File: config.mk
export PLATFORM = sky130hd
export DESIGN_NAME = gpio_pad_bank
export DESIGN_NICKNAME = d
export VERILOG_FILES = /design/src/rtl/gpio_pad_bank.sv
export SDC_FILE = /design/constraint.sdc
export NUM_CORES = 1
export LEC_CHECK = 0
export CAP_MARGIN = 20
export CORE_ASPECT_RATIO = 1.4
export CORE_MARGIN = 5
export CORE_UTILIZATION = 45
export CTS_CLUSTER_SIZE = 14
export DETAILED_ROUTE_END_ITERATION = 12
export PLACE_DENSITY = 0.81
export REMOVE_ABC_BUFFERS = 1
export SLEW_MARGIN = 40
export SYNTH_ARGS = -nofsm -noshare
export SYNTH_HDL_FRONTEND = slang
export SYNTH_SLANG_ARGS = --single-unit
File: constraint.sdc
create_clock -name io_clock -period 2.31 [get_ports io_clock]
set_input_delay 0.3465 -clock io_clock [delete_from_list [all_inputs] [get_ports io_clock]]
set_output_delay 0.3465 -clock io_clock [all_outputs]
set_load 0.02 [all_outputs]
File: src/rtl/gpio_pad_bank.sv
// gpio_pad_bank: pad-side GPIO bank sitting between the SoC GPIO controller
// and FPGA IOBUF primitives. Each channel has a registered output path with a
// selectable drive mode, a 2-FF input synchroniser, a counter-based glitch
// filter, edge detection and a sticky interrupt pending bit.
//
// Ports:
//   io_clock, io_reset        clock, synchronous active-high reset
//   io_pins_write/_writeEnable output value / drive request from controller
//   io_pins_read              filtered input level to controller
//   io_mode                   2 bits per channel: 00 push-pull, 01 open-drain,
//                             10/11 input-only
//   io_irqRiseEnable/FallEnable edge qualifiers for pending
//   io_irqClear               per-bit pending clear
//   io_irqPending, io_irq     sticky pending bits and their OR
//   io_rise, io_fall          1-cycle pulses on filtered edges
//   pad_i, pad_o, pad_t       IOBUF O, I, T (pad_t=1 means high-Z)
module gpio_pad_bank #(
  parameter int unsigned WIDTH         = 4,
  parameter int unsigned FILTER_CYCLES = 4,
  parameter logic        RESET_LEVEL   = 1'b1
) (
  input  logic                 io_clock,
  input  logic                 io_reset,
  input  logic [WIDTH-1:0]     io_pins_write,
  input  logic [WIDTH-1:0]     io_pins_writeEnable,
  output logic [WIDTH-1:0]     io_pins_read,
  input  logic [2*WIDTH-1:0]   io_mode,
  input  logic [WIDTH-1:0]     io_irqRiseEnable,
  input  logic [WIDTH-1:0]     io_irqFallEnable,
  input  logic [WIDTH-1:0]     io_irqClear,
  output logic [WIDTH-1:0]     io_irqPending,
  output logic                 io_irq,
  output logic [WIDTH-1:0]     io_rise,
  output logic [WIDTH-1:0]     io_fall,
  input  logic [WIDTH-1:0]     pad_i,
  output logic [WIDTH-1:0]     pad_o,
  output logic [WIDTH-1:0]     pad_t
);

  localparam int unsigned CNT_W   = $clog2(FILTER_CYCLES + 1);
  localparam logic [CNT_W-1:0] CNT_LAST = CNT_W'(FILTER_CYCLES - 1);
  localparam logic [WIDTH-1:0] LVL_RST  = {WIDTH{RESET_LEVEL}};

  logic [WIDTH-1:0] pad_o_q, pad_o_d;
  logic [WIDTH-1:0] pad_t_q, pad_t_d;
  logic [WIDTH-1:0] sync1_q, sync1_d;
  logic [WIDTH-1:0] sync2_q, sync2_d;
  logic [WIDTH-1:0] filt_q, filt_d;
  logic [WIDTH-1:0] rise_q, rise_d;
  logic [WIDTH-1:0] fall_q, fall_d;
  logic [WIDTH-1:0] pend_q, pend_d;
  logic             irq_q, irq_d;
  logic [CNT_W-1:0] cnt_q [WIDTH];
  logic [CNT_W-1:0] cnt_d [WIDTH];

  // Output drive per mode
  always_comb begin
    pad_o_d = '0;
    pad_t_d = '1;
    for (int i = 0; i < WIDTH; i++) begin
      unique case (io_mode[2*i +: 2])
        2'b00: begin
          pad_o_d[i] = io_pins_write[i];
          pad_t_d[i] = ~io_pins_writeEnable[i];
        end
        2'b01: begin
          // Open-drain: only ever drive low, release for a 1
          pad_o_d[i] = 1'b0;
          pad_t_d[i] = ~(io_pins_writeEnable[i] & ~io_pins_write[i]);
        end
        default: begin
          pad_o_d[i] = 1'b0;
          pad_t_d[i] = 1'b1;
        end
      endcase
    end
  end

  // Synchroniser, glitch filter, edge detect and pending
  always_comb begin
    sync1_d = pad_i;
    sync2_d = sync1_q;
    filt_d  = filt_q;
    for (int i = 0; i < WIDTH; i++) begin
      cnt_d[i] = '0;
      if (sync2_q[i] != filt_q[i]) begin
        if (cnt_q[i] == CNT_LAST) begin
          filt_d[i] = sync2_q[i];
        end else begin
          cnt_d[i] = cnt_q[i] + CNT_W'(1);
        end
      end
    end
    rise_d = filt_d & ~filt_q;
    fall_d = ~filt_d & filt_q;
    // Set takes priority over a simultaneous clear
    pend_d = (rise_d & io_irqRiseEnable) | (fall_d & io_irqFallEnable) |
             (pend_q & ~io_irqClear);
    irq_d  = |pend_d;
  end

  always_ff @(posedge io_clock) begin
    if (io_reset) begin
      pad_o_q <= '0;
      pad_t_q <= '1;
      sync1_q <= LVL_RST;
      sync2_q <= LVL_RST;
      filt_q  <= LVL_RST;
      rise_q  <= '0;
      fall_q  <= '0;
      pend_q  <= '0;
      irq_q   <= 1'b0;
      for (int i = 0; i < WIDTH; i++) cnt_q[i] <= '0;
    end else begin
      pad_o_q <= pad_o_d;
      pad_t_q <= pad_t_d;
      sync1_q <= sync1_d;
      sync2_q <= sync2_d;
      filt_q  <= filt_d;
      rise_q  <= rise_d;
      fall_q  <= fall_d;
      pend_q  <= pend_d;
      irq_q   <= irq_d;
      for (int i = 0; i < WIDTH; i++) cnt_q[i] <= cnt_d[i];
    end
  end

  assign pad_o         = pad_o_q;
  assign pad_t         = pad_t_q;
  assign io_pins_read  = filt_q;
  assign io_rise       = rise_q;
  assign io_fall       = fall_q;
  assign io_irqPending = pend_q;
  assign io_irq        = irq_q;

endmodule

Word level (Yosys, flattened, before mapping) --
Memory sizes are Yosys's and may differ from the RTL's. Index checks and enable logic that the tools add are counted.
Storage, ports and cells: bits in registers 33, memory bits (writable) 12, bits of input ports 34, logic and storage cells 99, memories kept 1
Memory list:
- cnt_q | words 4, width 3, read ports 4, clocked after Yosys merged registers in 0, wr ports 4, RTL line 53 | logic [CNT_W-1:0] cnt_q [WIDTH];
Cells by class: add/subtract/negate cells 4, eq/ne operators 12, mux-type cells 27, bitwise gates (word level) 34, reductions and logical operators 9
Operator list (count):
- 2-to-1 mux 3 bit | 12
- bitwise AND 4 bit | 5
- NOT 1 bit | 16
- adder 3 x 1 -> 3 bit, second input constant | 4
- == test 3 x 2 -> 1 bit, second input constant | 4
- NOT 4 bit | 3
- 2-to-1 mux 1 bit | 11
- == test 2 x 1 -> 1 bit, second input constant | 4
- logical NOT 2 bit | 4
- bitwise OR 4 bit | 2
- case mux 1 bit (2 select lines) | 4
- OR reduction 2 bit | 4
- bitwise AND 1 bit | 4
- != test 1 bit | 4
- bitwise OR 1 bit | 4
- OR reduction 4 bit | 1

Longest topological paths before layout --
Gate-level depths: netlist of run 1.
depth in word-level cells 9, mapped depth 5, gate-level depth less buffers 5

Worst setup path before layout of run 1 --
Ideal clock, no wire load.
path kind flip-flop to flip-flop, from mem cnt_q[0][0] (netlist bit), to reg irq_q (netlist: io_irq), data arrival time 1.154 ns, data required time 2.233 ns, setup slack 1.079 ns, stages on the path, launching flop included 6, buffers on the path 0, cells stage by stage dfxtp_1 -> ha_1 -> ha_1 -> nand2_1 -> o221a_4 -> a41oi_2
RTL lines:
- from (decl) | RTL line 53
- to (signal assigned) | RTL line 123 | irq_q <= irq_d;
- to (decl) | RTL line 52 | logic irq_q, irq_d;

Final worst setup path of run 1 --
from reg filt_q[0] (netlist: io_pins_read[0]), to out io_pins_read[0]
RTL lines:
- from (decl) | RTL line 48 | logic [WIDTH-1:0] filt_q, filt_d;
- from (signal assigned) | RTL line 119 | filt_q <= filt_d;
- to (decl) | RTL line 26 | output logic [WIDTH-1:0] io_pins_read,
No word-level cell between the ends.

==> flow_results.org, run 1 <==
** Die
- Initial cell density of the core :: 0.467
- For this design the top-level I/O count stands at 59.
- The core region is 3380 µm².
- After floorplanning, the core was divided into 25 placement rows.
- Die X :: 60.1 µm
- Chip Height :: 80.1 µm
- DIE AREA :: 4810 µm²

** Run status
- Run status :: completed

** Clocking
- TritonCTS clock tree :: built
- The clock passes through at most 2 buffers.
- Number of H-tree branching levels :: 2
- Clock buffer count from CTS :: 5
- Insertion delay to the later sink of the worst-skew pair :: 0.30 ns
- Clock transition at the registers of the reported paths :: 0.07 ns
- The number of hold buffers added after CTS was 0.
- The number of gates resized after CTS was 0.
- Root Buffer :: sky130_fd_sc_hd__clkbuf_8
- Buffers inserted during post-CTS setup optimization :: 0
- Sinks on Clock Net :: 45

** Detailed routing
- Total number of vias :: 1246
- DRC violations left :: 0
- Wires add up to 3330 µm.
- After detailed routing, the number of vias per cell comes to 4.92.
- DRT antenna net count :: 0
- After the first detailed-routing iteration, the DRC count stood at 33.
- The first TritonRoute pass finished after 4 iterations.
- WL/cell :: 13.2 µm

** Power
- Summing internal, switching and leakage power gives 0.00141 W.
- Max IR drop VDD :: 0.000565 V
- In this run the power density over the cells is 613 nW/µm².
- Logic gate share of total power :: 0.075
- Pint :: 0.00113 W
- Switching power total :: 0.000284 W
- Of the total power, the share spent switching nets is 0.201.
- Pleak :: 0.859 nW
- The share of total power dissipated in sequential elements is 0.561.
- Of the total power, the clock network draws 0.363.

** Worst setup path
- Critical path, cell by cell :: clkdlybuf4s50_1
- For the worst setup path, the data required time is 1.96 ns.
- CP max stage delay :: 0.64 ns
- Type of origin of the critical path :: register
- Worst-path fanout max :: 4
- Buffers and inverters on the worst path :: 1
- Critical path's slowest cell :: sky130_fd_sc_hd__clkdlybuf4s50_1
- For the worst flop-to-flop path, the logic depth is 5.
- Worst R2R Setup Slack :: 0.96 ns
- Worst reg2reg path endpoint :: io_irq$_SDFF_PP0_
- The critical path is of the reg -> out type.
- Number of gates on the worst path with buffers counted :: 1
- Worst Setup End Kind :: output pin
- Broken down by cell family, the worst path's largest delay share belongs to buffers and inverters.
- The worst register-to-register path begins at cnt_q[0][0]$_SDFF_PP0_.
- Data on the critical path arrives at its endpoint at 1.36 ns.

** Min path
- In this run the most critical hold path is launched from sync1_q[3]$_SDFF_PP1_.
- Along the worst hold path, the cell count comes to 1.
- Endpoint of the worst hold-timing path :: sync2_q[3]$_SDFF_PP1_
- The worst hold path belongs to the class reg -> reg.

** Layout
- Relative to the synthesized area, the layout overhead comes to 46.0%.
- Proportion of layout cells with a drive suffix above 1 :: 0.122
- At the end of the flow, the number of nets in the layout was 254.
- Number of antenna repair diodes :: 0
- Once layout is complete, the utilization of the core stands at 0.682.

** Placement
- Count of port buffers added during placement :: 58
- The congestion estimate from routability-driven global placement came to 0.779.
- The HPWL after detailed placement is 2660 µm.

** Timing
- Derived from the worst setup path, the maximum achievable clock frequency is 586 MHz.
- Normalized max-slew margin :: 0.795
- For the pin with the worst max-slew slack, the measured transition is 0.307 ns.
- Setup violations remaining at the end of the flow were counted as 0.
- For the final routed database, the setup TNS stands at 0 ns.
- The clock period could shrink to 1.71 ns.
- Final period util :: 0.739
- Final number of hold-violating endpoints :: 0
- Final Max Slew Viols :: 0
- Unrepaired setup endpoints after global routing :: false
- The clock arrives with 0.00576 ns of skew.
- Hold WS :: 0.411 ns

** Yosys
- Adder and majority gate portion of the synthesized area :: 0.0634
- Of the total synthesized cell area, the portion taken by AND, OR, NAND and NOR gates is 0.229.
- Syn Area/Cell :: 10.6 µm²
- After synthesis the cells add up to 1580 µm².
- Multiplexer share of the synthesized area :: 0
- Yosys cell types :: 19
- Synth Warn # :: 0
- Synthesis handed over a netlist of 149 instances.
- By area, the combinational part of the netlist is dominated by simple AND/OR/NAND/NOR gates.
- In this run, synthesis produced a sequential element count of 45.
- Xor and xnor area share after synthesis :: 0
- Of the synthesized area, sequential elements account for 0.571.
- Fraction of the mapped netlist area in compound gates :: 0.109

** Global routing
- Total track usage :: 0.154
- Global-route wire length before repair :: 5440 µm
- Final global-route overflow total :: 0
- Largest net degree at the start of global routing :: 34
- The number of global-route vias before repair is 1229.
- The number of antenna violations at the first check in global routing came to 0.

** Run
- Max-cap viol count :: 0
registers in the layout (all words and copies together), names as in the netlist:
signal	count
sync1_q	4
io_rise	4
pad_o	4
io_irq	1
pad_t	4
sync2_q	4
cnt_q	12
io_irqPending	4
io_fall	4
io_pins_read	4
power by group through the flow:
stage,combinational (W),clock (W),sequential [W]
after global routing,0.000114,0.000561,0.000795
final,0.000106,0.000514,0.000793
after detailed placement,0.000107,0,0.000812
after floorplan,0.0000212,0,0.000816
after CTS,0.000107,0.000533,0.000793
after global placement,0.000102,0,0.000811
worst max path at each step:
stage / start / end / slack [ns]
3_3_place_gp: io_reset / cnt_q[2][1]$_SDFF_PP0_ / 0.87
3_5_place_dp: io_reset / cnt_q[3][0]$_SDFF_PP0_ / 0.85
4_1_cts: io_pins_read[0]$_SDFF_PP1_ / io_pins_read[0] / 0.59
5_1_grt: io_pins_read[0]$_SDFF_PP1_ / io_pins_read[0] / 0.57
6_report: io_pins_read[0]$_SDFF_PP1_ / io_pins_read[0] / 0.60
2_1_floorplan: cnt_q[0][0]$_SDFF_PP0_ / io_irq$_SDFF_PP0_ / 1.08
final cells by class:
class	count	area, µm²
inverter	8	30.0
clock buffer	7	96.3
fill	282	1070
tap	40	50.0
multi-input combinational	93	634
sequential	45	901
timing repair buffer	59	588
clock inverter	1	5.00
logic make-up (layout without fill, tap and decap cells):
| family | Yosys count | count (layout) |
|---|---|---|
| AOI/OAI and AO/OA | 17 | 17 |
| adders and majority gates | 8 | 8 |
| buffers and inverters | 11 | 75 |
| DFF | 45 | 45 |
| and+or+nand+nor | 68 | 68 |
cells in the final DEF (no fill, tap or decap), drive strengths merged:
master         instances
nand2b                15
clkdlybuf4s50         58
or2                    8
ha                     8
a211oi                 4
inv                    8
nor2                  24
nor2b                  4
clkbuf                 7
or2b                   1
o221a                  4
a211o                  8
dfxtp                 45
nand2                 12
nor4b                  4
a41oi                  1
clkinv                 1
buf                    1
through the flow:
step           cell area, µm²  setup slack (ns)  cells
6_report                 2300             0.603    253
5_1_grt                  2300             0.565    253
4_1_cts                  2300             0.591    253
3_5_place_dp             2200             0.852    245
3_3_place_gp             2200             0.873    245
2_1_floorplan            1570              1.08    146
Yosys cell counts:
| cell | instances | area (µm²) |
|---|---|---|
| sky130_fd_sc_hd__dfxtp_1 | 45 | 901 |
| sky130_fd_sc_hd__nor2_1 | 24 | 90.1 |
| sky130_fd_sc_hd__nand2b_1 | 13 | 81.3 |
| sky130_fd_sc_hd__nand2_1 | 12 | 45.0 |
| sky130_fd_sc_hd__ha_1 | 8 | 100 |
| sky130_fd_sc_hd__inv_1 | 8 | 30.0 |
| sky130_fd_sc_hd__or2_2 | 8 | 50.1 |
| sky130_fd_sc_hd__a211o_1 | 6 | 52.6 |
| sky130_fd_sc_hd__a211oi_1 | 4 | 30.0 |
| sky130_fd_sc_hd__nor2b_1 | 4 | 25.0 |
| sky130_fd_sc_hd__nor4b_1 | 4 | 35.0 |
| sky130_fd_sc_hd__o221a_2 | 3 | 33.8 |
| sky130_fd_sc_hd__a211o_2 | 2 | 20.0 |
| sky130_fd_sc_hd__buf_2 | 2 | 10.0 |
| sky130_fd_sc_hd__nand2b_4 | 2 | 27.5 |
| sky130_fd_sc_hd__a41oi_2 | 1 | 16.3 |
| sky130_fd_sc_hd__clkbuf_1 | 1 | 3.75 |
| sky130_fd_sc_hd__o221a_4 | 1 | 20.0 |
| sky130_fd_sc_hd__or2b_1 | 1 | 7.51 |
routing by layer:
metal	track usage	wire, µm	vias up
li1	-	-	621
met1	0.153	1200	585
met2	0.279	1870	34
met3	0.0531	193	6
met4	0.0665	68	0
met5	0	0	-
Note: power is estimated with default switching activity, not from simulation.
==> run 2: changes to the inputs <==
CORE_UTILIZATION = 43   (was 45)
PLACE_DENSITY = 0.78   (was 0.81)
clock period = 1.63 ns   (was 2.31 ns; I/O delays follow)
==> flow_results.org, run 2 (synthesized netlist as in run 1, its figures left out) <==
** Run status
- The run finished with clean final reports.

** Layout
- The net count of the finished layout came to 254 (unchanged).
- The fraction of layout instances using a drive strength above 1 came to 0.122 (unchanged).
- Register containing the most flip-flops in the final layout :: cnt_q
- Number of antenna repair diodes :: 0 (unchanged)
- From synthesis to final layout, the design area changed by 46.9%.
- In the layout the commonest cells are sky130_fd_sc_hd__clkdlybuf4s50_1 (56), sky130_fd_sc_hd__dfxtp_1 (45), sky130_fd_sc_hd__nor2_1 (24), sky130_fd_sc_hd__nand2b_1 (13), sky130_fd_sc_hd__nand2_1 (12).
- The number of inserted filler cells in the final layout is 294 (+4.3%).
- The library cell used most frequently in the layout, excluding fill and tap cells, is sky130_fd_sc_hd__clkdlybuf4s50_1.
- The flip-flop count of the largest register after layout was 12 (unchanged).
- The finished layout cell area came to 2320 µm² (+0.65%).

** Clocking
- The clock slew seen by the registers of the worst setup and hold paths was 0.08 ns (about the same).
- Maximum buffer depth of the clock tree :: 2 (unchanged)
- Root Buffer :: sky130_fd_sc_hd__clkbuf_8
- The number of levels in the clock H-tree was 2 (unchanged).
- TritonCTS clock tree :: built
- Hold buffers post-CTS :: 0 (unchanged)
- Sinks on Clock Net :: 45 (unchanged)
- The insertion delay of the later-clocked pin in the worst-skew pair came to 0.29 ns (about the same).
- The total clock buffers created by CTS is 5 (unchanged).

** Worst setup path
- For this design, the slowest cell found on the critical path is sky130_fd_sc_hd__clkdlybuf4s50_1.
- The worst register-to-register path begins at cnt_q[2][0]$_SDFF_PP0_.
- Worst R2R Setup Slack :: 0.27 ns (-0.69 ns)
- Critical path, cell by cell :: clkdlybuf4s50_1
- Worst-path fanout max :: 4 (unchanged)
- Kind of cell adding the most delay to the critical path :: buffers and inverters
- The worst setup path is of the reg -> out kind.
- The sum of buffers and inverters on the critical path was 1 (unchanged).
- Type of origin of the critical path :: register
- The endpoint identified for the worst register-to-register timing path is io_irq$_SDFF_PP0_.
- CP max stage delay :: 0.63 ns (about the same)
- The required time of the critical path is 1.39 ns (-0.57 ns).
- Logic depth of the worst register-to-register path :: 5 (unchanged)
- The worst setup path is captured at an output pin.
- The endpoint arrival time on the critical path was 1.30 ns (-0.06 ns).

** Placement
- Placement-stage worst setup slack :: 0.287 ns (-0.565 ns)
- Sum of net half-perimeters after detailed placement :: 2640 µm (-0.89%)
- Cell Area, Placed :: 2220 µm² (+0.68%)
- The number of buffers added on ports was 58 (unchanged).
- RePlAce Congestion :: 0.799 (+2.6%)

** Global routing
- The number of antenna violations at the first check in global routing came to 0 (unchanged).
- The wire length of the first global-routing pass was 5350 µm (-1.5%).
- Total track usage :: 0.145 (-0.00858)
- The number of global-route vias before repair is 1227 (-0.16%).
- The pin count of the biggest net entering global routing is 34 (unchanged).
- The global-route congestion overflow total came to 0 (unchanged).

** Die
- The effective utilization at floorplan came to 0.437 (-0.0301).
- DIE AREA :: 5000 µm² (+4.0%)
- The number of standard-cell rows in the floorplan is 26 (+4.0%).
- Core area :: 3610 µm² (+6.9%)
- Die X :: 61.2 µm (+1.9%)
- The die span in y is 81.7 µm (+2.0%).
- The top-level port count came to 59 (unchanged).

** Timing
- Worst-case setup margin in the final layout :: 0.0859 ns (-0.517 ns)
- Final worst path period need :: 1.54 ns
- Final Max Slew Viols :: 0 (unchanged)
- Normalized max-slew margin :: 0.848 (+0.0525)
- Final-report setup violation count :: 0 (unchanged)
- Transition time at the pin with the least slew margin :: 0.225 ns (-0.0819 ns)
- Based on the critical path, the design can be clocked at up to 648 MHz.
- Setup TNS :: 0 ns (unchanged)
- Unrepaired setup endpoints after global routing :: false
- The largest clock skew in the final design is 0.00927 ns (+0.00351 ns).
- Final period util :: 0.947
- The number of hold-slack violations in the final timing report came to 0 (unchanged).

** Power
- Switching part of the total :: 0.208 (+0.00698)
- Switching power total :: 0.000410 W (+45%)
- The internal power of the cells came to 0.00156 W (+39%).
- Pleak :: 0.860 nW (about the same)
- Power share of the sequential group :: 0.569 (+0.008)
- Max IR drop VDD :: 0.000831 V (+47%)
- The combinational share of power came to 0.078 (+0.003).
- The power density over cell area came to 851 nW/µm² (+39%).
- The share of total power in the clock network came to 0.353 (-0.010).

** Min path
- For hold timing, the worst endpoint is sync2_q[2]$_SDFF_PP1_.
- Hold path cells :: 1 (unchanged)
- Min-delay worst type :: reg -> reg
- The startpoint identified for the worst hold timing path is sync1_q[2]$_SDFF_PP1_.

** Detailed routing
- 1st-pass router iterations :: 4 (unchanged)
- The residual antenna-violating net count after detailed routing was 0 (unchanged).
- DRC violations left :: 0 (unchanged)
- Vias per cell :: 4.83 (-2.0%)
- The wire length per cell after detailed routing came to 13.2 µm (about the same).
- Starting DRC count in detailed routing :: 22 (-33%)
- The number of vias in the routed layout came to 1231 (-1.2%).
- The routed wire length was 3360 µm (+0.84%).

** Run
- Max-cap viol count :: 0 (unchanged)
## run 2: cell count changes in the layout (fill, tap and decap cells not counted), sizes merged
cell | previous run | this run
dlymetal6s2s | 0 | 2
clkdlybuf4s50 | 58 | 56
clkbuf | 7 | 6
clkinv | 1 | 2
## run 2: worst max path at each step
| stage | startpoint | endpoint | slack [ns] | cells after the start |
|---|---|---|---|---|
| finish | io_pins_read[1]$_SDFF_PP1_ | io_pins_read[1] | 0.09 | 1 |
| global route | io_pins_read[1]$_SDFF_PP1_ | io_pins_read[1] | 0.05 | 1 |
| CTS | io_pins_read[0]$_SDFF_PP1_ | io_pins_read[0] | 0.004 | 1 |
| global placement | io_reset | cnt_q[1][0]$_SDFF_PP0_ | 0.32 | 4 |
| floorplan | cnt_q[0][0]$_SDFF_PP0_ | io_irq$_SDFF_PP0_ | 0.40 | 5 |
| detailed placement | cnt_q[2][0]$_SDFF_PP0_ | io_irq$_SDFF_PP0_ | 0.29 | 5 |
## run 2: metrics by stage
step                      total power (W)  utilization  cells  hold WS (ns)
final                             0.00197        0.642    255         0.409
after global routing              0.00206        0.642    255         0.427
after CTS                         0.00200        0.641    255         0.409
after detailed placement          0.00130        0.614    247         0.399
after global placement            0.00130        0.614    247         0.393
after floorplan                   0.00119            -    146         0.306
## run 2: what timing repair did
item                       4_1_cts  5_1_grt
buffers inserted                 0        0
resized for setup                0        2
setup endpoints to repair        0        2
## run 2: layer usage
metal	GRT usage	routed length, µm
met1	0.140	1160
met3	0.0409	214
met4	0.0586	40
met2	0.278	1950
met5	0	0
## run 2: power by group through the flow
stage / Clock (W) / Combinational (W) / Sequential (W)
floorplan: 0 / 0.0000301 / 0.00116
global placement: 0 / 0.000150 / 0.00115
detailed placement: 0 / 0.000154 / 0.00115
CTS: 0.000720 / 0.000155 / 0.00112
global route: 0.000767 / 0.000165 / 0.00113
finish: 0.000697 / 0.000153 / 0.00112
## run 2: area by class of cell
class                      instances  area [µm²]  area share
multi-input combinational         93         634       0.273
sequential                        45         901       0.388
inverter                           8        30.0      0.0129
tap                               42        52.6      0.0227
timing repair buffer              59         606       0.261
clock inverter                     2        13.8     0.00593
clock buffer                       6        82.6      0.0356
==> run 3: changes to the inputs <==
GPL_ROUTABILITY_DRIVEN = 0   (was unset)
TNS_END_PERCENT = 100   (was unset)
==> results of run 3 <==
The final DEF is identical to that of run 2; final timing and power are the same.
